`config.mk`:
```
export PLATFORM = sky130hd
export DESIGN_NAME = pong_game_engine_flat
export DESIGN_NICKNAME = d
export VERILOG_FILES = /design/src/rtl/pong_game_engine_if.sv /design/src/rtl/pong_game_engine.sv /design/src/flat_wrapper.sv
export SDC_FILE = /design/constraint.sdc
export NUM_CORES = 1
export LEC_CHECK = 0
export CAP_MARGIN = 30
export CORE_MARGIN = 4
export CORE_UTILIZATION = 40
export CTS_CLUSTER_SIZE = 40
export DETAILED_ROUTE_END_ITERATION = 10
export GPL_TIMING_DRIVEN = 0
export PLACE_DENSITY = 0.58
export SLEW_MARGIN = 30
export SYNTH_ARGS = -nofsm -noshare
export SYNTH_HDL_FRONTEND = slang
export SYNTH_SLANG_ARGS = --single-unit
```
`constraint.sdc`:
```
create_clock -name clk -period 4.9 [get_ports clk]
set_clock_uncertainty 0.1 [all_clocks]
set_input_delay 0.98 -clock clk [delete_from_list [all_inputs] [get_ports clk]]
set_output_delay 0.98 -clock clk [all_outputs]
set_load 0.02 [all_outputs]
```
`src/rtl/pong_game_engine_if.sv`:
```
// Engine-side bundle: player controls and game-step strobe in, registered game state out.
interface pong_game_engine_if #(
  parameter int POS_W   = 10,
  parameter int SCORE_W = 4
);
  logic               tick;
  logic               start;
  logic               p1Up;
  logic               p1Down;
  logic               p2Up;
  logic               p2Down;
  logic [POS_W-1:0]   ballX;
  logic [POS_W-1:0]   ballY;
  logic [POS_W-1:0]   paddle1Y;
  logic [POS_W-1:0]   paddle2Y;
  logic [SCORE_W-1:0] score1;
  logic [SCORE_W-1:0] score2;
  logic [1:0]         gameState;
  logic [1:0]         winner;
  logic               pointPulse;

  modport master (
    output tick, start, p1Up, p1Down, p2Up, p2Down,
    input  ballX, ballY, paddle1Y, paddle2Y, score1, score2, gameState, winner, pointPulse
  );
  modport slave (
    input  tick, start, p1Up, p1Down, p2Up, p2Down,
    output ballX, ballY, paddle1Y, paddle2Y, score1, score2, gameState, winner, pointPulse
  );
endinterface

```
`src/rtl/pong_game_engine.sv`:
```
// Two-player Pong core: ball/paddle motion, collisions, scoring and serve/play/over FSM,
// stepped by a one-cycle tick strobe on the system clock.
module pong_game_engine #(
  parameter int H_MIN        = 140,
  parameter int H_MAX        = 790,
  parameter int V_MIN        = 30,
  parameter int V_MAX        = 520,
  parameter int POS_W        = 10,
  parameter int P1_X         = 200,
  parameter int P2_X         = 710,
  parameter int PADDLE_HALF  = 20,
  parameter int PADDLE_STEP  = 2,
  parameter int BALL_VX      = 2,
  parameter int BALL_START_X = 320,
  parameter int BALL_START_Y = 240,
  parameter int SCORE_W      = 4,
  parameter int WIN_SCORE    = 5,
  parameter int SERVE_DELAY  = 60
) (
  input logic               clk,
  input logic               reset,
  pong_game_engine_if.slave bus
);
  typedef enum logic [1:0] {S_IDLE = 2'd0, S_SERVE = 2'd1, S_PLAY = 2'd2, S_OVER = 2'd3} state_t;
  typedef logic signed [POS_W+2:0] sp_t;

  localparam int CNT_W = (SERVE_DELAY > 1) ? $clog2(SERVE_DELAY) : 1;
  localparam int PMIN  = V_MIN + PADDLE_HALF;
  localparam int PMAX  = V_MAX - PADDLE_HALF;
  localparam int PMID  = (V_MIN + V_MAX) / 2;

  state_t             r_state, w_state;
  logic [POS_W-1:0]   r_bx, r_by, r_p1, r_p2, w_bx, w_by, w_p1, w_p2;
  logic [SCORE_W-1:0] r_s1, r_s2, w_s1, w_s2;
  logic [1:0]         r_win, w_win;
  logic [CNT_W-1:0]   r_cnt, w_cnt;
  logic               r_pp, w_pp, r_dxr, w_dxr, r_dyd, w_dyd, r_dy2, w_dy2;

  function automatic logic [POS_W-1:0] f_paddle(input logic [POS_W-1:0] y, input logic up, input logic dn);
    sp_t t;
    t = $signed({3'b000, y});
    if (up && !dn)      t = t - sp_t'(PADDLE_STEP);
    else if (dn && !up) t = t + sp_t'(PADDLE_STEP);
    if (t < sp_t'(PMIN))      t = sp_t'(PMIN);
    else if (t > sp_t'(PMAX)) t = sp_t'(PMAX);
    return t[POS_W-1:0];
  endfunction

  // Collision terms use the paddle positions from before this tick's paddle move.
  sp_t  w_sbx, w_sby, w_nx, w_ny, w_d1, w_d2, w_a1, w_a2;
  logic w_hit1, w_hit2, w_pt1, w_pt2;
  logic [POS_W-1:0] w_p1n, w_p2n;

  assign w_sbx  = $signed({3'b000, r_bx});
  assign w_sby  = $signed({3'b000, r_by});
  assign w_nx   = r_dxr ? w_sbx + sp_t'(BALL_VX) : w_sbx - sp_t'(BALL_VX);
  assign w_ny   = r_dyd ? w_sby + (r_dy2 ? sp_t'(2) : sp_t'(1)) : w_sby - (r_dy2 ? sp_t'(2) : sp_t'(1));
  assign w_d1   = w_sby - $signed({3'b000, r_p1});
  assign w_d2   = w_sby - $signed({3'b000, r_p2});
  assign w_a1   = (w_d1 < 0) ? -w_d1 : w_d1;
  assign w_a2   = (w_d2 < 0) ? -w_d2 : w_d2;
  assign w_hit1 = !r_dxr && (w_sbx > sp_t'(P1_X)) && (w_nx <= sp_t'(P1_X)) && (w_a1 <= sp_t'(PADDLE_HALF));
  assign w_hit2 = r_dxr && (w_sbx < sp_t'(P2_X)) && (w_nx >= sp_t'(P2_X)) && (w_a2 <= sp_t'(PADDLE_HALF));
  assign w_pt2  = !w_hit1 && !w_hit2 && (w_nx <= sp_t'(H_MIN));
  assign w_pt1  = !w_hit1 && !w_hit2 && !w_pt2 && (w_nx >= sp_t'(H_MAX));
  assign w_p1n  = f_paddle(r_p1, bus.p1Up, bus.p1Down);
  assign w_p2n  = f_paddle(r_p2, bus.p2Up, bus.p2Down);

  always_comb begin
    w_state = r_state; w_bx = r_bx; w_by = r_by; w_p1 = r_p1; w_p2 = r_p2;
    w_s1 = r_s1; w_s2 = r_s2; w_win = r_win; w_cnt = r_cnt; w_pp = 1'b0;
    w_dxr = r_dxr; w_dyd = r_dyd; w_dy2 = r_dy2;
    unique case (r_state)
      S_IDLE: if (bus.start) begin
        w_state = S_SERVE;
        w_cnt   = '0;
      end
      S_SERVE: if (bus.tick) begin
        w_p1 = w_p1n;
        w_p2 = w_p2n;
        if (r_cnt == CNT_W'(SERVE_DELAY - 1)) w_state = S_PLAY;
        else                                  w_cnt   = r_cnt + CNT_W'(1);
      end
      S_PLAY: if (bus.tick) begin
        w_p1 = w_p1n;
        w_p2 = w_p2n;
        if (w_pt1 || w_pt2) begin
          w_pp  = 1'b1;
          w_bx  = POS_W'(BALL_START_X);
          w_by  = POS_W'(BALL_START_Y);
          w_dy2 = 1'b0;
          w_dxr = w_pt1;  // serve toward whoever conceded
          w_cnt = '0;
          w_state = S_SERVE;
          if (w_pt1) begin
            w_s1 = r_s1 + SCORE_W'(1);
            if (w_s1 == SCORE_W'(WIN_SCORE)) begin w_state = S_OVER; w_win = 2'd1; end
          end else begin
            w_s2 = r_s2 + SCORE_W'(1);
            if (w_s2 == SCORE_W'(WIN_SCORE)) begin w_state = S_OVER; w_win = 2'd2; end
          end
        end else begin
          if (w_hit1) begin
            w_bx  = POS_W'(P1_X + 1);
            w_dxr = 1'b1;
            w_dy2 = (w_a1 > sp_t'(PADDLE_HALF / 2));
          end else if (w_hit2) begin
            w_bx  = POS_W'(P2_X - 1);
            w_dxr = 1'b0;
            w_dy2 = (w_a2 > sp_t'(PADDLE_HALF / 2));
          end else begin
            w_bx  = w_nx[POS_W-1:0];
          end
          if (w_ny <= sp_t'(V_MIN)) begin
            w_by  = POS_W'(V_MIN);
            w_dyd = ~r_dyd;
          end else if (w_ny >= sp_t'(V_MAX)) begin
            w_by  = POS_W'(V_MAX);
            w_dyd = ~r_dyd;
          end else begin
            w_by  = w_ny[POS_W-1:0];
          end
        end
      end
      S_OVER: if (bus.start) begin
        w_s1 = '0; w_s2 = '0; w_win = 2'd0;
        w_bx = POS_W'(BALL_START_X);
        w_by = POS_W'(BALL_START_Y);
        w_dxr = 1'b1;
        w_cnt = '0;
        w_state = S_SERVE;
      end
      default: w_state = S_IDLE;
    endcase
  end

  always_ff @(posedge clk or posedge reset) begin
    if (reset) begin
      r_state <= S_IDLE;
      r_bx  <= POS_W'(BALL_START_X);
      r_by  <= POS_W'(BALL_START_Y);
      r_p1  <= POS_W'(PMID);
      r_p2  <= POS_W'(PMID);
      r_s1  <= '0;
      r_s2  <= '0;
      r_win <= 2'd0;
      r_cnt <= '0;
      r_pp  <= 1'b0;
      r_dxr <= 1'b1;
      r_dyd <= 1'b1;
      r_dy2 <= 1'b0;
    end else begin
      r_state <= w_state;
      r_bx  <= w_bx;
      r_by  <= w_by;
      r_p1  <= w_p1;
      r_p2  <= w_p2;
      r_s1  <= w_s1;
      r_s2  <= w_s2;
      r_win <= w_win;
      r_cnt <= w_cnt;
      r_pp  <= w_pp;
      r_dxr <= w_dxr;
      r_dyd <= w_dyd;
      r_dy2 <= w_dy2;
    end
  end

  assign bus.ballX      = r_bx;
  assign bus.ballY      = r_by;
  assign bus.paddle1Y   = r_p1;
  assign bus.paddle2Y   = r_p2;
  assign bus.score1     = r_s1;
  assign bus.score2     = r_s2;
  assign bus.gameState  = r_state;
  assign bus.winner     = r_win;
  assign bus.pointPulse = r_pp;
endmodule

```
`src/flat_wrapper.sv`:
```
// flat-port wrapper written by rule: the top's interface ports become plain ports
module pong_game_engine_flat 
#(
  parameter int H_MIN        = 140,
  parameter int H_MAX        = 790,
  parameter int V_MIN        = 30,
  parameter int V_MAX        = 520,
  parameter int POS_W        = 10,
  parameter int P1_X         = 200,
  parameter int P2_X         = 710,
  parameter int PADDLE_HALF  = 20,
  parameter int PADDLE_STEP  = 2,
  parameter int BALL_VX      = 2,
  parameter int BALL_START_X = 320,
  parameter int BALL_START_Y = 240,
  parameter int SCORE_W      = 4,
  parameter int WIN_SCORE    = 5,
  parameter int SERVE_DELAY  = 60
)
  (clk, reset, bus_tick, bus_start, bus_p1Up, bus_p1Down, bus_p2Up, bus_p2Down, bus_ballX, bus_ballY, bus_paddle1Y, bus_paddle2Y, bus_score1, bus_score2, bus_gameState, bus_winner, bus_pointPulse);
  pong_game_engine_if #(.POS_W(POS_W), .SCORE_W(SCORE_W)) bus_i ();
  input logic clk;
  input logic reset;
  input wire logic [$bits(bus_i.tick)-1:0] bus_tick;
  input wire logic [$bits(bus_i.start)-1:0] bus_start;
  input wire logic [$bits(bus_i.p1Up)-1:0] bus_p1Up;
  input wire logic [$bits(bus_i.p1Down)-1:0] bus_p1Down;
  input wire logic [$bits(bus_i.p2Up)-1:0] bus_p2Up;
  input wire logic [$bits(bus_i.p2Down)-1:0] bus_p2Down;
  output wire logic [$bits(bus_i.ballX)-1:0] bus_ballX;
  output wire logic [$bits(bus_i.ballY)-1:0] bus_ballY;
  output wire logic [$bits(bus_i.paddle1Y)-1:0] bus_paddle1Y;
  output wire logic [$bits(bus_i.paddle2Y)-1:0] bus_paddle2Y;
  output wire logic [$bits(bus_i.score1)-1:0] bus_score1;
  output wire logic [$bits(bus_i.score2)-1:0] bus_score2;
  output wire logic [$bits(bus_i.gameState)-1:0] bus_gameState;
  output wire logic [$bits(bus_i.winner)-1:0] bus_winner;
  output wire logic [$bits(bus_i.pointPulse)-1:0] bus_pointPulse;
  assign bus_i.tick = bus_tick;
  assign bus_i.start = bus_start;
  assign bus_i.p1Up = bus_p1Up;
  assign bus_i.p1Down = bus_p1Down;
  assign bus_i.p2Up = bus_p2Up;
  assign bus_i.p2Down = bus_p2Down;
  assign bus_ballX = bus_i.ballX;
  assign bus_ballY = bus_i.ballY;
  assign bus_paddle1Y = bus_i.paddle1Y;
  assign bus_paddle2Y = bus_i.paddle2Y;
  assign bus_score1 = bus_i.score1;
  assign bus_score2 = bus_i.score2;
  assign bus_gameState = bus_i.gameState;
  assign bus_winner = bus_i.winner;
  assign bus_pointPulse = bus_i.pointPulse;
  pong_game_engine #(.H_MIN(H_MIN), .H_MAX(H_MAX), .V_MIN(V_MIN), .V_MAX(V_MAX), .POS_W(POS_W), .P1_X(P1_X), .P2_X(P2_X), .PADDLE_HALF(PADDLE_HALF), .PADDLE_STEP(PADDLE_STEP), .BALL_VX(BALL_VX), .BALL_START_X(BALL_START_X), .BALL_START_Y(BALL_START_Y), .SCORE_W(SCORE_W), .WIN_SCORE(WIN_SCORE), .SERVE_DELAY(SERVE_DELAY)) u_core (.clk(clk), .reset(reset), .bus(bus_i));
endmodule
```
==> metrics.md <==
| Metric | Value |
|---|---|
| Total track usage | between 20% and 30% |
| Register area | about 1600 um2 |
| Area Overhead vs Synth | 17.2% |
| Cell row count | 47 |
| Share of total power in the clock network | under 10% |
| Dpl hpwl | 15.0 mm |
| Max IR drop VDD | a little over 0.3 mV |
| Syn Area/Cell | between 8 and 9 um2 |
| Number of flops mapped to enable cells by yosys | 0 |
| Synth unique cells | approximately 100 |
| Die Ht | 139 um |
| Critical Path Source Type | flop |
| Comb power frac | about 75% |
| Unrepaired setup endpoints after global routing | no |
| CP Max Fanout | 9 |
| Vias in the first global route | approximately 6400 |
| Ys async rst share | 100% |
| Synth area leaders | dfrtp_1, ha_1, dfstp_2, xnor2_1, nor2_1 |
| Initial core utilization | 41.0% |
| Fmax | 221 MHz |
| Power Density | ~770 nW/um2 |
| Commonest non-fill, non-tap cells in the layout | clkdlybuf4s50_1, nor2_1, nand2_1 |
| Max-slew violation count | 0 |
| Critical Path AT | 4.65 ns |
| Finished layout cell area | ~8000 um2 |
| Primary FF master, synth | dfrtp_1 |
| Grt ovf | 0 |
| # nets final | between 900 and 1000 |
| LEAKAGE | between 3 and 4 nW |
| Initial antenna violation count | 0 |
| CTS tree | built |
| Final TNS setup | 0 ns |
| Share of layout cells above drive strength 1 | about a tenth |
| First-pass GRT wire length | around 33 mm |
| Ports | between 60 and 70 |
| Synthesized instance count | between 800 and 900 |
| TritonCTS Buffers | 9 |
| Starting DRT DRC Count | approximately 320 |
| CTS Root Cell | clkbuf_16 |
| Core Region | between 15000 and 20000 um2 |
| Layout fillers | 1688 |
| Number of synthesis warnings | 0 |
| Mapped Area | between 6000 and 7000 um2 |
| DRC viols | 0 |
| Pin count of the biggest net entering global routing | 35 |
| ANT nets after route | 0 |
| Final Hold Vio Count | 0 |
| Switch share | a little over half |
| Clk pin slew, worst setup/hold paths | ~0.060 ns |
| Most frequent standard cell in the layout excluding fill and tap cells | clkdlybuf4s50_1 |
| Top cell type's share of synthesized area | ~17% |
| Max Cap Viol | 0 |
| ANT cells | 0 |
| Fin crit share | between 90% and 100% |
| Port buffer count | 60 |
| Via count | about 6600 |
| Multi-input logic area | around 4900 um2 |
| Post-layout min period | around 4.5 ns |
| Routability Congestion | ~0.86 |
| Worst-margin pin slew | roughly 0.8 ns |
| P_sw | 0.00323 W |
| Internal | between 0.002 and 0.003 W |
| Setup Crit Path Kind | reg -> reg |
| Post-Syn Nets | 875 |
| Post-Route WL | 19.6 mm |
| Placed instance area | 7740 um2 |
| Seq cells post-synth | just over 60 |
| Area leader, netlist | dfrtp_1 |
| Reg power frac | roughly 16% |
| Die Width | roughly 140 um |
| Count of final setup violators | 0 |
| First-pass DRT Iterations | 5 |
| Worst hold path type | reg -> reg |
| Status | complete, no violations |
| CP Capture Type | flop |
| Seq/Total Area, Yosys | between 20% and 30% |
| Max-Slew Margin vs Limit | a little under half |
| Clock tree buffer depth | 2 |
| Worst Path Required | between 5 and 6 ns |
| Routed length per instance | around 18 um |
| Die ar. | 19300 um2 |
| Worst skew pair latency | ~0.34 ns |
| H-Tree Depth | 3 |
| Via density | between 5 and 6 |
| Sink Count | 62 |
[logic make-up (layout without fill, tap and decap cells)]
logic type / count (synthesis) / count (layout) / share of synthesized area, %
compound gates: 259 / 259 / 28.7
simple gates: 300 / 300 / 24.5
mux: 15 / 15 / 2.27
fa+ha+maj: 47 / 47 / 9.03
buf+inv: 83 / 160 / 5.67
xor+xnor: 54 / 54 / 6.91
flops: 62 / 62 / 23.0
[layer usage]
metal / track usage [%] / vias up / part of all wire (%)
met5: 0 / - / 0
met4: 5.41 / 0 / 1.5
met3: 2.90 / 19 / 3.4
met2: 32.4 / 133 / 45
met1: 29.5 / 3195 / 50
li1: - / 3248 / -
[path summary, 6_finish.rpt]
check	slack [ns]	cells past startpoint	startpoint	end
max in group asynchronous	3.16	3	reset	u_core.bus.paddle2Y[8]
min in group asynchronous	0.92	2	reset	u_core.r_cnt[4]
hold reg to reg	0.40	2	u_core.bus.paddle2Y[8]	u_core.bus.paddle2Y[8]
setup reg to reg	0.38	14	u_core.bus.paddle1Y[4]	u_core.bus.ballY[2]
setup / recovery	0.38	14	u_core.bus.paddle1Y[4]	u_core.bus.ballY[2]
hold / removal	0.40	2	u_core.bus.paddle2Y[8]	u_core.bus.paddle2Y[8]
[state kept, by name (all words and copies together) (netlist names), 2 cells and up]
| register | count |
|---|---|
| u_core.bus.paddle2Y | 10 |
| u_core.bus.score2 | 4 |
| u_core.bus.winner | 2 |
| u_core.bus.ballY | 10 |
| u_core.bus.ballX | 10 |
| u_core.bus.score1 | 4 |
| u_core.r_cnt | 6 |
| u_core.bus.paddle1Y | 10 |
| u_core.bus.gameState | 2 |
[final cells by class]
class,count,share of cell area [%]
multi-input cells,675,60.9
repair buffers,61,7.74
clock inverters,6,0.468
well taps,220,3.43
flip-flops and latches,62,19.6
clock buffers,10,2.98
plain buffers,36,2.64
inverters,47,2.23
[cell usage after synthesis (10+ instances only)]
cell type  count
nor2_1        56
nand2_1       53
inv_1         47
dfrtp_1       46
ha_1          43
o21ai_0       40
a21oi_1       38
xnor2_1       37
nand3_1       24
clkbuf_1      23
nand2b_1      21
nor2b_1       21
o211ai_1      17
xor2_1        17
dfstp_2       16
nor3_1        16
nor4_1        14
o31ai_1       14
or3_1         14
a31oi_1       13
a21o_1        12
nand4_1       12
o22ai_1       12
mux2i_1       11
and3_1        10
[power groups by stage]
stage | clock (W) | sequential, W | combinational [W]
floorplan | 0 | 0.00106 | 0.00324
global placement | 0 | 0.000964 | 0.00454
detailed placement | 0 | 0.000963 | 0.00454
finish | 0.000602 | 0.000956 | 0.00460
CTS | 0.000614 | 0.000957 | 0.00456
global route | 0.000640 | 0.000995 | 0.00510
[stage by stage]
step | std cells | total power (W) | util [%] | hold WS [ns] | setup WS (ns)
detailed placement | 1101 | 0.00551 | 46.4 | 0.399 | 0.444
global placement | 1100 | 0.00550 | 46.2 | 0.388 | 0.454
global route | 1117 | 0.00673 | 48.0 | 0.429 | 0.121
finish | 1117 | 0.00615 | 48.0 | 0.405 | 0.379
CTS | 1117 | 0.00613 | 48.0 | 0.401 | 0.423
floorplan | 820 | 0.00430 | - | 0.379 | 0.924
[timing repair]
item	4_1_cts	5_1_grt
hold endpoints to repair	0	0
setup endpoints to repair	0	1
hold buffers	0	0
setup buffers	0	0
resized for setup	0	1
[critical path: stages, from the launching register on]
cell and delay, ns:
dfstp_2 0.52, clkbuf_1 0.30, inv_1 0.13, ha_1 0.30, buf_2 0.17, a21o_1 0.23
a221oi_4 0.47, o221ai_1 0.19, a221o_1 0.39, nor4b_2 0.43, a211o_1 0.19, nand2_1 0.15
or3_1 0.34, buf_2 0.19, o31ai_1 0.29
(Power assumes the default switching activity.)
